**config.mk**
```make
export PLATFORM = sky130hd
export DESIGN_NAME = fifo_rd_arbiter
export DESIGN_NICKNAME = d
export VERILOG_FILES = /design/src/rtl/fifo_pkg.sv /design/src/rtl/rr_arbiter.sv /design/src/rtl/fifo_rd_arbiter.sv
export SDC_FILE = /design/constraint.sdc
export NUM_CORES = 1
export LEC_CHECK = 0
export BUFFER_PORTS_ARGS = -buffer_cell sky130_fd_sc_hd__buf_2
export CORE_ASPECT_RATIO = 0.6
export CORE_MARGIN = 1.5
export CORE_UTILIZATION = 40
export DETAILED_ROUTE_END_ITERATION = 10
export PLACE_DENSITY = 0.65
export SKIP_LAST_GASP = 1
export SLEW_MARGIN = 15
export SYNTH_ARGS = -nofsm -noshare
export SYNTH_HDL_FRONTEND = slang
export SYNTH_SLANG_ARGS = --single-unit
```
**constraint.sdc**
```tcl
create_clock -name Rd_clk -period 5.7 [get_ports Rd_clk]
set_input_delay 0 -clock Rd_clk [delete_from_list [all_inputs] [get_ports Rd_clk]]
set_output_delay 0 -clock Rd_clk [all_outputs]
set_load 0.02 [all_outputs]
```
**src/rtl/fifo_pkg.sv**
```systemverilog
// Shared definitions for the asynchronous FIFO read side: FSM encoding,
// pointer widths and the binary-to-Gray helper.
package fifo_pkg;

   localparam int unsigned DEF_ADDR_WIDTH = 5;
   localparam int unsigned PTR_W          = DEF_ADDR_WIDTH + 1;
   // Widest pointer bin2gray handles; callers extend and truncate around it.
   localparam int unsigned MAX_PTR_W      = 16;

   typedef enum logic [1:0] {
      StIdle = 2'd0,
      StArb  = 2'd1,
      StXfer = 2'd2
   } rd_state_e;

   function automatic logic [MAX_PTR_W-1:0] bin2gray(input logic [MAX_PTR_W-1:0] bin);
      return bin ^ (bin >> 1);
   endfunction

endpackage

```
**src/rtl/rr_arbiter.sv**
```systemverilog
// Combinational round-robin picker: first asserted request scanning upward
// from rr_last+1 with wrap-around.
module rr_arbiter #(
   parameter int unsigned N_REQ = 4
) (
   input  logic [N_REQ-1:0]         req,
   input  logic [$clog2(N_REQ)-1:0] rr_last,
   output logic [N_REQ-1:0]         grant,
   output logic [$clog2(N_REQ)-1:0] grant_id,
   output logic                     valid
);

   localparam int unsigned IdW = $clog2(N_REQ);

   logic [IdW-1:0] idx;

   always_comb begin
      grant    = '0;
      grant_id = '0;
      valid    = 1'b0;
      idx      = '0;
      for (int unsigned i = 1; i <= N_REQ; i++) begin
         idx = IdW'((32'(rr_last) + i) % N_REQ);
         if (!valid && req[idx]) begin
            valid      = 1'b1;
            grant[idx] = 1'b1;
            grant_id   = idx;
         end
      end
   end

endmodule

```
**src/rtl/fifo_rd_arbiter.sv**
```systemverilog
// Read-side controller of the async FIFO: round-robin burst grants among
// N_REQ consumers, Rd_en generation and the binary/Gray read pointer.
module fifo_rd_arbiter
   import fifo_pkg::*;
#(
   parameter int unsigned Addr_width = DEF_ADDR_WIDTH,
   parameter int unsigned N_REQ      = 4,
   parameter int unsigned MAX_BURST  = 8
) (
   input  logic                     Rd_clk,
   input  logic                     rst,
   input  logic [N_REQ-1:0]         Req,
   input  logic [N_REQ-1:0]         Ready,
   input  logic                     Empty_sig,
   output logic                     Rd_en,
   output logic [N_REQ-1:0]         Grant,
   output logic [$clog2(N_REQ)-1:0] Grant_id,
   output logic                     Burst_done,
   output logic [Addr_width-1:0]    Rd_addr,
   output logic [Addr_width:0]      Rd_point
);

   localparam int unsigned IdW  = $clog2(N_REQ);
   localparam int unsigned PtrW = Addr_width + 1;
   localparam int unsigned CntW = $clog2(MAX_BURST) + 1;

   rd_state_e       state_q, state_d;
   logic [N_REQ-1:0] grant_q, grant_d;
   logic [IdW-1:0]   grant_id_q, grant_id_d;
   logic [IdW-1:0]   rr_last_q, rr_last_d;
   logic [CntW-1:0]  burst_cnt_q, burst_cnt_d;
   logic             burst_done_q, burst_done_d;
   logic [PtrW-1:0]  ptr_bin_q, ptr_bin_d;
   logic [PtrW-1:0]  ptr_gray_q, ptr_gray_d;

   logic [N_REQ-1:0] arb_grant;
   logic [IdW-1:0]   arb_id;
   logic             arb_valid;

   rr_arbiter #(
      .N_REQ (N_REQ)
   ) u_rr_arbiter (
      .req      (Req),
      .rr_last  (rr_last_q),
      .grant    (arb_grant),
      .grant_id (arb_id),
      .valid    (arb_valid)
   );

   always_ff @(posedge Rd_clk or negedge rst) begin
      if (!rst) begin
         state_q      <= StIdle;
         grant_q      <= '0;
         grant_id_q   <= '0;
         rr_last_q    <= IdW'(N_REQ - 1);
         burst_cnt_q  <= '0;
         burst_done_q <= 1'b0;
         ptr_bin_q    <= '0;
         ptr_gray_q   <= '0;
      end else begin
         state_q      <= state_d;
         grant_q      <= grant_d;
         grant_id_q   <= grant_id_d;
         rr_last_q    <= rr_last_d;
         burst_cnt_q  <= burst_cnt_d;
         burst_done_q <= burst_done_d;
         ptr_bin_q    <= ptr_bin_d;
         ptr_gray_q   <= ptr_gray_d;
      end
   end

   always_comb begin
      state_d      = state_q;
      grant_d      = grant_q;
      grant_id_d   = grant_id_q;
      rr_last_d    = rr_last_q;
      burst_cnt_d  = burst_cnt_q;
      burst_done_d = 1'b0;
      ptr_bin_d    = ptr_bin_q;
      Rd_en        = 1'b0;

      unique case (state_q)
         StIdle: begin
            if (|Req && !Empty_sig) state_d = StArb;
         end
         StArb: begin
            if (arb_valid) begin
               grant_d     = arb_grant;
               grant_id_d  = arb_id;
               burst_cnt_d = CntW'(MAX_BURST);
               state_d     = StXfer;
            end else begin
               state_d = StIdle;
            end
         end
         StXfer: begin
            Rd_en = Ready[grant_id_q] & Req[grant_id_q] & !Empty_sig;
            if (Rd_en) begin
               ptr_bin_d   = ptr_bin_q + 1'b1;
               burst_cnt_d = burst_cnt_q - 1'b1;
            end
            // Release on the last read of the burst or when the owner withdraws.
            if ((Rd_en && burst_cnt_q == CntW'(1)) || !Req[grant_id_q]) begin
               state_d      = StIdle;
               burst_done_d = 1'b1;
               rr_last_d    = grant_id_q;
               grant_d      = '0;
               grant_id_d   = '0;
            end
         end
         default: state_d = StIdle;
      endcase

      // Gray copy is registered with the binary pointer so Rd_point never glitches.
      ptr_gray_d = PtrW'(bin2gray(MAX_PTR_W'(ptr_bin_d)));
   end

   assign Grant      = grant_q;
   assign Grant_id   = grant_id_q;
   assign Burst_done = burst_done_q;
   assign Rd_addr    = ptr_bin_q[Addr_width-1:0];
   assign Rd_point   = ptr_gray_q;

endmodule

```
After elaboration in Yosys (flattened, before gate mapping)
Cells that the tools add are included.
- register bits: 27
- latch bits: 0
- RAM bits: 0
- ROM bits: 0
- bits of input ports: 11
- output and inout bits: 19
- word-level logic and storage cells: 107
- memories: 0
- $add $sub $neg: 6
- multipliers: 0
- divide/modulo/power cells: 0
- order comparisons: 9
- eq/ne operators: 7
- shifts and indexed selects: 0
- muxes and demuxes: 49
- bitwise gates (word level): 6
- reductions and logical operators: 22
- operator list (operator ; count):
    4-bit two-way mux ; 8
    1-bit two-way mux ; 17
    2-bit two-way mux ; 8
    4-bit one-hot mux with 2 select lines ; 2
    2-bit by 3-bit less-than comparator with 1-bit output (second input constant) ; 5
    1-bit binary-select mux with 2-bit select ; 6
    6-bit two-way mux ; 2
    4-bit OR ; 3
    1-bit logical AND ; 9
    1-bit demux with 2-bit select ; 4
    2-bit by 1-bit greater-or-equal comparator with 1-bit output (second input constant) ; 4
    2-bit != test (second input constant) ; 4
    6-bit by 1-bit adder with 6-bit output (second input constant) ; 1
    2-bit one-hot mux with 3 select lines ; 1
    3-bit AND reduction ; 2
    6-bit by 5-bit XOR with 6-bit output ; 1
    1-bit zero test ; 5
    2-bit by 1-bit adder with 2-bit output (second input constant) ; 2
    2-bit adder (second input constant) ; 2
    4-bit by 1-bit equality test with 1-bit output (second input constant) ; 1
    2-bit one-hot mux with 2 select lines ; 1
    2-bit AND reduction ; 2
    4-bit OR reduction ; 1
    4-bit by 1-bit subtractor with 4-bit output (second input constant) ; 1
    other kinds (6) ; 7

Longest topological paths before layout
- word-level depth: 15
- depth in mapped cells: 7
- mapped depth without buffers: 6

Modules after synthesis
From an unflattened synthesis, not the netlist that was laid out.
- cell total of the unflattened synthesis: 195
- area, all modules: 1861.8 um2
- modules (own cells, without submodules) (module ; instances ; cells an instance ; area each (um2) ; sequential area each (um2)):
    fifo_rd_arbiter ; 1 ; 127 ; 1336.3 ; 653.1
    rr_arbiter ; 1 ; 68 ; 525.5 ; 0.0

Worst setup path after synthesis
OpenSTA, ideal clock, no wires.
- kind: reg2reg
- start point: register rr_last_q[0]
- end point: register grant_id_q[0] (netlist: Grant_id[0])
- setup time: 135 ps
- arrival: 1832 ps
- required time: 5565 ps
- path slack: 3733 ps
- stages on the path, launching flop included: 8
- path buffers: 1
- period minus slack after synthesis: 1967 ps
- cell sequence: dfstp_2 > buf_4 > inv_1 > ha_1 > mux2i_1 > o21ai_0 > xnor2_1 > o21ai_0
- longest elaborated chain between the ends: 15
- elaborated cells between the ends (all ways): 30
- those cells by class: add/sub (4); eq/ne (1); mux (18); reduce/logical (7)
- ends and longest elaborated chain (what ; line ; text):
    from (decl) ; fifo_rd_arbiter.sv:30 ; logic [IdW-1:0] rr_last_q, rr_last_d;
    from (signal assigned) ; fifo_rd_arbiter.sv:55 ; rr_last_q <= IdW'(N_REQ - 1);
    from (signal assigned) ; fifo_rd_arbiter.sv:64 ; rr_last_q <= rr_last_d;
    2-bit by 1-bit adder with 2-bit output ; rr_arbiter.sv:23 ; idx = IdW'((32'(rr_last) + i) % N_REQ);
    1-bit binary-select mux with 2-bit select ; rr_arbiter.sv:24 ; if (!valid && req[idx]) begin
    1-bit two-way mux (implied by the code) ; rr_arbiter.sv:24 ;
    1-bit two-way mux ; rr_arbiter.sv:24 ;
    1-bit zero test ; rr_arbiter.sv:24 ;
    1-bit logical AND ; rr_arbiter.sv:24 ;
    1-bit two-way mux ; rr_arbiter.sv:24 ;
    1-bit zero test ; rr_arbiter.sv:24 ;
    1-bit logical AND ; rr_arbiter.sv:24 ;
    1-bit two-way mux ; rr_arbiter.sv:24 ;
    1-bit zero test ; rr_arbiter.sv:24 ;
    1-bit logical AND ; rr_arbiter.sv:24 ;
    2-bit two-way mux / 1-bit two-way mux (equally long branches) ; rr_arbiter.sv:24 ;
    2-bit two-way mux / 2-bit != test (equally long branches) ; - ;
    2-bit one-hot mux with 2 select lines / 3-bit AND reduction (equally long branches) ; - ;
    to (signal assigned) ; fifo_rd_arbiter.sv:63 ; grant_id_q <= grant_id_d;
    to (decl) ; fifo_rd_arbiter.sv:29 ; logic [IdW-1:0] grant_id_q, grant_id_d;
Several ways; a longest one is shown, not always the timed one. The select of a mux whose other input is x is not followed.
A chain may end at the register's enable or synchronous reset.

Worst setup path in the final report
- start point: register grant_id_q[0] (netlist: Grant_id[0])
- end point: output port Rd_en
- longest elaborated chain between the ends: 5
- elaborated cells between the ends (all ways): 7
- those cells by class: mux (5); bitwise (2)
- ends and longest elaborated chain (what ; line ; text):
    1-bit binary-select mux with 2-bit select ; fifo_rd_arbiter.sv:97 ; Rd_en = Ready[grant_id_q] & Req[grant_id_q] & !Empty_sig;
    1-bit two-way mux (implied by the code) ; fifo_rd_arbiter.sv:97 ;
    1-bit bitwise AND (*) (2 in a row) ; fifo_rd_arbiter.sv:97 ;
    1-bit two-way mux (*) ; fifo_rd_arbiter.sv:82 ; unique case (state_q)
    to (decl) ; fifo_rd_arbiter.sv:15 ; output logic Rd_en,
Every way passes the cells marked *; elsewhere a longest branch is shown, timed or not. The select of a mux whose other input is x is not followed.

==> summary.txt <==
Cells and area
  – Fin nets: between 200 and 250
  – Commonest cells after routing, fill and taps aside: buf_2, dfrtp_1, xnor2_1
  – Design area: about 2100 um2
  – N_diodes: 0
  – Most common cell after layout, fill and taps aside: buf_2
  – Layout area overhead: 13.24%
  – Layout cells sized above 1: a little over a quarter

Synthesis
  – Synth Register Bits: 26
  – Synth Net Count: 204
  – Sequential share of the synthesized area: 35.80%
  – Ys flop type: dfrtp_1
  – Ranking of synthesized cells by area: dfrtp_1, ha_1, xnor2_1
  – Synth area leader: dfrtp_1
  – Number of synthesized flops with an enable pin: 0
  – Async SR Flop Fraction: 100.0%
  – Synth cell types: between 50 and 60
  – Mapped cell area: around 1800 um2
  – Synth Area per Inst: 10.02 um2
  – Yosys warns: 0
  – Top-area cell type share of the netlist area: about a third
  – Gate Count Post-Synth: 182

Routing
  – Overall via count from detail_route: between 1000 and 1500
  – Routed Wire Length: 3.937 mm
  – Vias per std cell: roughly 5.4
  – Met1 WL: approximately 2.4 mm
  – ANT nets after route: 0
  – Iter 0 DRT Violations: between 70 and 80
  – Met3 wire length: roughly 200 um
  – Routed len/inst: ~15 um
  – Met2 wire length: approximately 1.4 mm
  – Pre-antenna DRT Iters: 4
  – DRC Markers: 0
  – Top routing layer used: met4

Placed design
  – Number of I/O port buffers: 29
  – RePlAce Congestion: between 0.8 and 0.9
  – Area post-placement: 1974 um2
  – Final HPWL DP: just under 3 mm

Floorplanning
  – Ports: 30
  – Cell row count: 18
  – Die Footprint: roughly 5000 um2
  – Initial Util: roughly 43%
  – Die X: 90.19 um
  – Die height: between 50 and 60 um
  – Core ar.: 4234 um2

Critical path
  – CP Class: reg2out
  – Worst Setup End Kind: primary output
  – Required @ worst endpoint: about 5.7 ns
  – Slowest cell on the critical path: o22ai_1
  – Largest stage delay, worst path: between 0.7 and 0.8 ns
  – WP data arrival: 2.37 ns
  – WP buf/inv: 1
  – Crit path cell chain: or2b_2, o22ai_1, and2_4, buf_2
  – Startpoint types: flip-flop
  – Critical path's top delay family: simple AND/OR/NAND/NOR gates
  – Peak fanout along the critical path: 13

Clocking
  – H-tree levels: 1
  – Max Root-Sink Buffers: 2
  – Post-CTS setup buffers: 0
  – Clock sinks: 26
  – Clock latency at the later pin of the worst-skew pair: roughly 0.27 ns
  – TritonCTS buffer count: 3
  – Root Buffer: clkbuf_8
  – CTS tree: done
  – Clock transition at path regs: around 0.090 ns

Power
  – VDD IR max: ~230 uV
  – Static Leakage: approximately 0.9 nW
  – Power Density: approximately 500 nW/um2

Global route
  – Overflow after GRT: 0
  – First-pass GRT wire length: between 6 and 7 mm
  – Largest net degree at the start of global routing: 27
  – Vias in the first global route: between 1000 and 1500
  – Total GRT Usage: 17.04%
  – Antenna violations before repair: 0

Worst hold path
  – Min-delay worst type: in2reg

Run status
  – Status: complete, no violations

STA
  – Fin. max-slew vios: 0
  – Final setup fails: 0
  – Slew HR: a little under two fifths
  – Worst Max-Slew Pin Slew: between 0.9 and 1 ns
  – Final Hold Fails: 0
  – Tmin final: about 2.4 ns
  – Clock Skew: between 0.003 and 0.004 ns
  – Peak Freq: between 400 and 500 MHz
  – Final setup TNS: 0 ns
  – Tcrit/Tclk final: 41.65%
  – RSZ-0062 raised after global routing: no

Job
  – Max cap viols: 0
[state kept, by name, summed over array words and instances, names as in the netlist]
signal,cells
ptr_bin_q,6
Rd_point,5
Grant,4
burst_cnt_q,4
Grant_id,2
rr_last_q,2
state_q,2
Burst_done,1
[cells by family (layout without fill, tap and decap cells)]
kind of cell / after synthesis / in the layout / synth area share (%)
AND/OR/NAND/NOR: 51 / 51 / 15.84
AO/OA/AOI/OAI: 50 / 50 / 19.75
flip-flops: 26 / 26 / 35.80
buffers and inverters: 17 / 43 / 5.486
XOR/XNOR: 15 / 15 / 7.202
multiplexers: 12 / 12 / 8.367
adder cells (fa/ha/maj): 11 / 11 / 7.544
[what timing repair did]
item	CTS	global route
hold endpoints to repair	25	0
hold buffers	2	0
resized for setup	0	0
[worst min-delay path: cells and delay by family]
kind          cells  cell delay, ns
simple gates      2            0.24
buf+inv           1            0.14
[power breakdown]
group	total, mW	switching (mW)	internal, mW
clock network	0.152	0.0582	0.0939
registers	0.342	0.0866	0.255
logic	0.515	0.297	0.218
[synth_stat cells, drive strengths merged, types with 2 or more instances]
cell,instances
a22o,2
nand4,2
inv,8
nor3,2
o22ai,2
dfrtp,24
mux2,3
dfstp,2
buf,8
nor2,11
xnor2,12
and3b,2
o21ai,9
and3,2
nand2,8
ha,11
or2b,2
mux2i,7
a31oi,2
nand3,9
xor2,3
mux4,2
a21oi,12
and2,3
a22oi,8
o22a,4
nand2b,2
nor4,2
a221oi,4
a21o,2
or2,2
[path summary, 6_finish.rpt]
| path | slack [ns] | cells after the start | start | to |
|---|---|---|---|---|
| max | 3.33 | 4 | Grant_id[0] | Rd_en |
| min | 0.18 | 3 | Req[0] | state_q[0] |
| max reg2reg | 3.33 | 5 | Grant_id[0] | burst_cnt_q[0] |
| min reg2reg | 0.50 | 1 | state_q[1] | state_q[0] |
| max in group asynchronous | 5.03 | 2 | rst | Rd_point[1] |
| min in group asynchronous | 0.27 | 2 | rst | Burst_done |
[layout make-up]
type	instances	area [um2]
clock buffers	3	41.29
clock inverters	1	30.03
fillers	406	2168
inverters	8	30.03
multi-input cells	139	1071
flip-flops and latches	26	653.1
well taps	60	75.07
repair buffers	31	165.2
[metal layers]
| layer | vias up | global-route usage [%] |
|---|---|---|
| met5 | - | 0 |
| met1 | 682 | 29.58 |
| met3 | 2 | 3.719 |
| met2 | 45 | 21.10 |
| met4 | 0 | 1.361 |
| li1 | 716 | - |
[through the flow]
stage	worst slack, ns	util (%)	cells	hold WS, ns	total power, mW
2_1_floorplan	3.733	-	182	-0.2956	0.7326
3_3_place_gp	3.426	46.63	262	0.04669	0.8489
3_5_place_dp	3.371	46.63	262	0.04287	0.8510
4_1_cts	3.338	48.79	268	0.1793	1.013
5_1_grt	3.185	48.79	268	0.2566	1.093
6_report	3.326	48.79	268	0.1781	1.009
Note: power is estimated with default switching activity, not from simulation.
